[src/rtl/serial_add_ctrl.sv]
// serial_add_ctrl: byte-serial multi-byte adder controller.
// Takes NBYTES operand byte pairs LSB-first and feeds each pair through an 8-bit
// adder core (A + B -> s0, c0, no carry-in). The inter-byte carry is folded in
// afterwards as an increment of s0. Each sum byte is registered onto a
// valid/ready stream, and out_last/C mark the most-significant byte.
// Optional feature macro: SERIAL_ADD_OVF_EN adds output V, the two's-complement
// overflow of the full-width sum, which is valid on the last beat only.
module serial_add_ctrl #(
   parameter int NBYTES = 4,
   parameter int CW     = 4
) (
   input  logic       clk,
   input  logic       rst_n,
   input  logic       in_valid,
   output logic       in_ready,
   input  logic [7:0] A,
   input  logic [7:0] B,
   input  logic       abort,
   output logic       out_valid,
   input  logic       out_ready,
   output logic [7:0] S,
   output logic       out_last,
   output logic       C
`ifdef SERIAL_ADD_OVF_EN
   ,
   output logic       V
`endif
);

   typedef enum logic {IDLE, RUN} state_t;

   state_t          state_q, state_d;
   logic [CW-1:0]   cnt_q, cnt_d;
   logic            carry_q, carry_d;
   logic            out_valid_q, out_valid_d;
   logic [7:0]      s_q, s_d;
   logic            last_q, last_d;
   logic            c_q, c_d;
`ifdef SERIAL_ADD_OVF_EN
   logic            v_q, v_d;
   logic            ovf;
`endif

   logic [8:0]      core_sum;
   logic [7:0]      s0;
   logic            c0;
   logic            cin;
   logic [7:0]      sum_byte;
   logic            cout;
   logic            is_last;
   logic            accept;

   // 8-bit adder core: plain A + B, no carry-in.
   assign core_sum = {1'b0, A} + {1'b0, B};
   assign s0       = core_sum[7:0];
   assign c0       = core_sum[8];

   // Merge the carry from the previous byte as an increment of the core result.
   // The first byte of a transaction (IDLE) always uses cin = 0.
   assign cin      = (state_q == RUN) ? carry_q : 1'b0;
   assign sum_byte = s0 + {7'b0, cin};
   assign cout     = c0 | (cin & (s0 == 8'hFF));
   assign is_last  = (cnt_q == CW'(NBYTES - 1));

`ifdef SERIAL_ADD_OVF_EN
   // Signed overflow: the operand signs agree but the sum sign differs.
   assign ovf = (A[7] == B[7]) && (sum_byte[7] != A[7]);
`endif

   // The single output stage accepts a new byte whenever it is empty or is
   // being drained in the same cycle.
   assign in_ready = !out_valid_q || out_ready;
   assign accept   = in_valid && in_ready;

   assign out_valid = out_valid_q;
   assign S         = s_q;
   assign out_last  = last_q;
   assign C         = c_q;
`ifdef SERIAL_ADD_OVF_EN
   assign V         = v_q;
`endif

   // Next-state logic. Priority is abort, then a new accept (which also covers
   // a simultaneous drain), then a plain drain.
   always_comb begin
      state_d     = state_q;
      cnt_d       = cnt_q;
      carry_d     = carry_q;
      out_valid_d = out_valid_q;
      s_d         = s_q;
      last_d      = last_q;
      c_d         = c_q;
`ifdef SERIAL_ADD_OVF_EN
      v_d         = v_q;
`endif
      if (abort) begin
         state_d     = IDLE;
         cnt_d       = '0;
         carry_d     = 1'b0;
         out_valid_d = 1'b0;
         last_d      = 1'b0;
         c_d         = 1'b0;
`ifdef SERIAL_ADD_OVF_EN
         v_d         = 1'b0;
`endif
      end else if (accept) begin
         out_valid_d = 1'b1;
         s_d         = sum_byte;
         last_d      = is_last;
         c_d         = is_last ? cout : 1'b0;
`ifdef SERIAL_ADD_OVF_EN
         v_d         = is_last ? ovf : 1'b0;
`endif
         if (is_last) begin
            state_d = IDLE;
            cnt_d   = '0;
            carry_d = 1'b0;
         end else begin
            state_d = RUN;
            cnt_d   = cnt_q + CW'(1);
            carry_d = cout;
         end
      end else if (out_valid_q && out_ready) begin
         out_valid_d = 1'b0;
      end
   end

   // State, counter, carry and output register, all cleared asynchronously.
   always_ff @(posedge clk or negedge rst_n) begin
      if (!rst_n) begin
         state_q     <= IDLE;
         cnt_q       <= '0;
         carry_q     <= 1'b0;
         out_valid_q <= 1'b0;
         s_q         <= 8'h00;
         last_q      <= 1'b0;
         c_q         <= 1'b0;
`ifdef SERIAL_ADD_OVF_EN
         v_q         <= 1'b0;
`endif
      end else begin
         state_q     <= state_d;
         cnt_q       <= cnt_d;
         carry_q     <= carry_d;
         out_valid_q <= out_valid_d;
         s_q         <= s_d;
         last_q      <= last_d;
         c_q         <= c_d;
`ifdef SERIAL_ADD_OVF_EN
         v_q         <= v_d;
`endif
      end
   end

endmodule

[config.mk]
export PLATFORM = sky130hd
export DESIGN_NAME = serial_add_ctrl
export DESIGN_NICKNAME = d
export VERILOG_FILES = /design/src/rtl/serial_add_ctrl.sv
export SDC_FILE = /design/constraint.sdc
export NUM_CORES = 1
export LEC_CHECK = 0
export CORE_UTILIZATION = 52
export CTS_CLUSTER_SIZE = 25
export DETAILED_ROUTE_END_ITERATION = 8
export MAX_ROUTING_LAYER = met4
export PLACE_DENSITY = 0.95
export SYNTH_ARGS = -nofsm -noshare
export SYNTH_HDL_FRONTEND = slang
export SYNTH_SLANG_ARGS = --single-unit
[constraint.sdc]
create_clock -name clk -period 5.7 [get_ports clk]
set_input_delay 0.855 -clock clk [delete_from_list [all_inputs] [get_ports clk]]
set_output_delay 0.855 -clock clk [all_outputs]
set_load 0.03 [all_outputs]
Yosys cells after proc, flatten, opt, wreduce, memory -nomap -nowiden
Cells that the tools add are included.
{"block": "classes", "n_reduce_logical": 7, "n_mux": 18, "n_eq_ne": 2, "n_bitwise": 3, "addsub": 3}
{"cell": "$mux 1", "count": 15}
{"cell": "$mux 4", "count": 3}
{"cell": "$add 8x8->9", "count": 1}
{"cell": "$add 8x1->8", "count": 1}
{"cell": "$eq 8x8->1 const B", "count": 1}
{"cell": "$add 4x1->4 const B", "count": 1}
{"cell": "$eq 4x2->1 const B", "count": 1}
{"cell": "$reduce_bool 3->1", "count": 1}
{"cell": "$logic_and 1x1->1", "count": 2}
{"cell": "$reduce_and 2->1", "count": 1}
{"cell": "$reduce_bool 2->1", "count": 1}
{"cell": "$and 1x1->1", "count": 1}
{"cell": "$logic_not 1->1", "count": 1}
{"cell": "$logic_or 1x1->1", "count": 1}
{"cell": "$not 1->1", "count": 1}
{"cell": "$or 1x1->1", "count": 1}
{"block": "totals", "register_bits": 17, "word_cells": 40, "in_bits": 21, "out_inout_bits": 12}

Depth between registers and ports, before layout
{"block": "depth", "word_depth": 7, "ltp_mapped": 10, "mapped_depth_nobuf": 10}

Least setup slack after synthesis
OpenSTA, ideal clock, no wires.
{"block": "synth_path", "kind": "input to register", "start": "in A[0]", "end": "reg s_q[6] (netlist: S[6])", "slack_ns": 2.744, "arrival_ns": 2.831, "required_ns": 5.575, "setup_time_ns": 0.125, "path_stages": 9, "path_buffers": 0, "cell_sequence": "ha_1 > inv_1 > fa_1 > nand2b_1 > a21oi_1 > xor2_1 > nand3_2 > xnor3_1 > mux2_2"}
{"block": "synth_via", "elab_chain_cells": 2}
{"element": "from (decl)", "line_no": "16", "rtl": "input logic [7:0] A,"}
{"element": "$add 8x8->9", "line_no": "54", "rtl": "assign core_sum = {1'b0, A} + {1'b0, B};"}
{"element": "$add 8x1->8", "line_no": "61", "rtl": "assign sum_byte = s0 + {7'b0, cin};"}
{"element": "to (signal assigned)", "line_no": "135", "rtl": "s_q <= 8'h00;"}
{"element": "to (signal assigned)", "line_no": "146", "rtl": "s_q <= s_d;"}
{"element": "to (decl)", "line_no": "36", "rtl": "logic [7:0] s_q, s_d;"}
Every way passes these cells.
A chain may end at the register's enable or synchronous reset.

Worst setup path after layout
Same ends and word-level chain as after synthesis.

==> run summary <==
Status: complete, no violations
Die Y: 50.9 um
ANT nets after route: 0
Seq/Total Area, Yosys: 34.2%
RR Endpoint: cnt_q[3]$_DFFE_PN0P_
Worst Setup End Kind: flop
GPL Wtd Cong: 0.765
Register cell area after layout: 425 um^2
Synth Register Bits: 17
Routed len/inst: 14.0 um
CTS tree: done
HPWL after DPL: 2140 um
Placed cells: 183
Max cap viols: 0
Multi-input gate area: 782 um^2
Largest net degree at the start of global routing: 18
Leak Pwr: 0.682 nW
Hold EP: state_q$_DFFE_PN0P_
Final Max Tran Viols: 0
Core Box Area: 0.00223 mm^2
Relative slew slack: 34.5%
Ant diodes: 0
Fillers: 162
Hold Path Class: reg2reg
Post-CTS Repair Setup Buffers: 0
Post-CTS sizing: 0
Area leader, netlist: dfrtp_1
Post-Synthesis Cells: 125
Dominant cells by area after synthesis: dfrtp_1 34%, ha_1 11%, xnor2_1 4.9%
CTS clock-pin slew for the worst setup and hold paths: 90 ps
Critical path arrival: 3490 ps
Root Driver: clkbuf_4
Fin util: 72.5%
Clock Skew: 7.77 ps
Async S/R FF share, synth: 100%
Setup TNS: 0 ps
Unrepaired setup endpoints after global routing: no
Worst Path Class, Setup: in2reg
Std-Cell Rows: 17
Peak VDD IR: 210 uV
Synth Net Count: 158
CTS Sinks: 17
Final Hold Vio Count: 0
Port bufs: 32
Peak Freq: 0.302 GHz
Cell area after synthesis: 0.00124 mm^2
Die Footprint: 0.00259 mm^2
Startpoint type of the worst setup path: input port
Num CTS Buffers: 3
Syn-to-layout area delta: 30.1%
Vias/cell: 5.60
Reg-to-Reg Start: out_valid$_DFFE_PN0P_
Fin crit share: 58.2%
Starting DRT DRC Count: 19
Post-synth cell types: 34
Hold path start: state_q$_DFFE_PN0P_
Warning count from the yosys run: 0
Io pins: 33
Crit Path Max Fanout: 5
Skew-Pair Late Insertion Delay: 290 ps
EDFF count, synth: 0
Layout net count: 193
Die Span X: 50.9 um
Global route total overflow: 0
Vias in the first global route: 1102
Initial antenna violation count: 0
Final cell count without fillers: 187
Setup Viol. Count Final: 0
Share of the synthesized area in the top cell type: 34.2%
Cts hold-fix bufs: 0
Worst r2r path cells: 6
Detailed Route WL: 2610 um
PwrDens: 238 mW/mm^2
Initial core utilization: 55.7%
Residual DRC: 0
Mean Syn Cell Area: 9.96 um^2
FF-to-FF setup slack: 3600 ps
1st-pass router iterations: 4
Clock buffer depth: 2
First-pass GRT wire length: 4570 um
Fraction of layout cells with a size suffix above 1: 10.7%
Critical Path RT: 5880 ps
Top_reg_cell synth: dfrtp_1
H-tree level count: 1
Tmin final: 3320 ps
Tot GR Track Use: 24.3%
WHS Path Cells: 2
Least-Margin Pin Slew: 979 ps
Routed via count: 1047
## critical path, cell delays in order
cell and delay (ps):
clkdlybuf4s50_1 460, ha_1 210, inv_1 80, fa_1 400
nand2b_1 180, a21oi_1 160, xor2_1 380, nand3_2 130
xnor3_1 360, mux2_2 270
## per-layer routing
layer	global-route usage, %	up-vias	part of all wire, %
li1	-	516	-
met1	26.7	504	41
met2	44.5	21	55
met3	4.46	6	2.8
met4	6.94	0	1.4
met5	-	-	0
## sequential cells by signal (all words and copies together) (netlist names)
register   count
carry_q        1
out_valid      1
C              1
out_last       1
state_q        1
S              8
cnt_q          4
## how the worst max path moves through the flow
stage                       endpoint  cells past startpoint  from  slack (ps)
global route        S[6]$_DFFE_PN0P_                     10  A[0]        2270
floorplan           S[6]$_DFFE_PN0P_                      9  A[0]        2740
CTS                 S[6]$_DFFE_PN0P_                     10  A[0]        2380
detailed placement  S[6]$_DFFE_PN0P_                     10  A[0]        2070
finish              S[6]$_DFFE_PN0P_                     10  A[0]        2380
global placement    S[6]$_DFFE_PN0P_                     10  A[0]        2200
## logic make-up (layout without fill, tap and decap cells)
| logic type | Yosys count | count (layout) | synth area share [%] |
|---|---|---|---|
| mux | 4 | 4 | 3.62 |
| fa+ha+maj | 12 | 12 | 12.7 |
| simple gates | 41 | 41 | 17.8 |
| buf+inv | 10 | 44 | 3.02 |
| compound gates | 29 | 29 | 19.2 |
| xor+xnor | 12 | 12 | 9.55 |
| flops | 17 | 17 | 34.2 |
## stage by stage
| stage | instance area [um^2] | power [mW] | worst slack, ps | hold WS, ps |
|---|---|---|---|---|
| floorplan | 1240 | 0.259 | 2740 | 439 |
| global placement | 1590 | 0.316 | 2200 | 453 |
| detailed placement | 1590 | 0.324 | 2070 | 467 |
| CTS | 1620 | 0.388 | 2380 | 505 |
| global route | 1620 | 0.407 | 2270 | 512 |
| finish | 1620 | 0.386 | 2380 | 501 |
## cell usage after synthesis (2+ instances only)
| master | number |
|---|---|
| a21oi_1 | 11 |
| a22o_1 | 2 |
| a31oi_1 | 2 |
| and2_1 | 2 |
| clkbuf_1 | 2 |
| dfrtp_1 | 17 |
| ha_1 | 11 |
| inv_1 | 8 |
| mux2_2 | 4 |
| nand2_1 | 6 |
| nand2b_1 | 4 |
| nand3_1 | 5 |
| nand4_1 | 2 |
| nor2_1 | 13 |
| nor3_1 | 2 |
| nor3b_1 | 2 |
| nor3b_2 | 2 |
| o21ai_0 | 5 |
| xnor2_1 | 7 |
| xor2_1 | 4 |
## cell usage in the layout, fill, tap and decap left out, types with 3 or more instances in the layout
cell type,count
nand2_1,6
inv_1,8
dfrtp_1,17
nor2_1,13
nand3_1,5
xor2_1,4
a21oi_1,11
xnor2_1,7
clkbuf_4,3
nand2b_1,4
mux2_2,4
ha_1,11
o21ai_0,5
clkdlybuf4s50_1,32
## where the power goes
group / total, mW / internal, mW / switching, mW
Clock: 0.0637 / 0.0273 / 0.0364
Combinational: 0.174 / 0.0793 / 0.0943
Sequential: 0.149 / 0.138 / 0.0106
Total: 0.386 / 0.245 / 0.141
## layout make-up
cell class | instances | area share [%]
Multi-Input combinational cell | 98 | 48.3
Timing Repair Buffer | 32 | 19.8
Inverter | 8 | 1.85
Sequential cell | 17 | 26.3
Tap cell | 28 | 2.16
Clock buffer | 4 | 1.62
No activity file was read; power rests on OpenSTA's default activity.
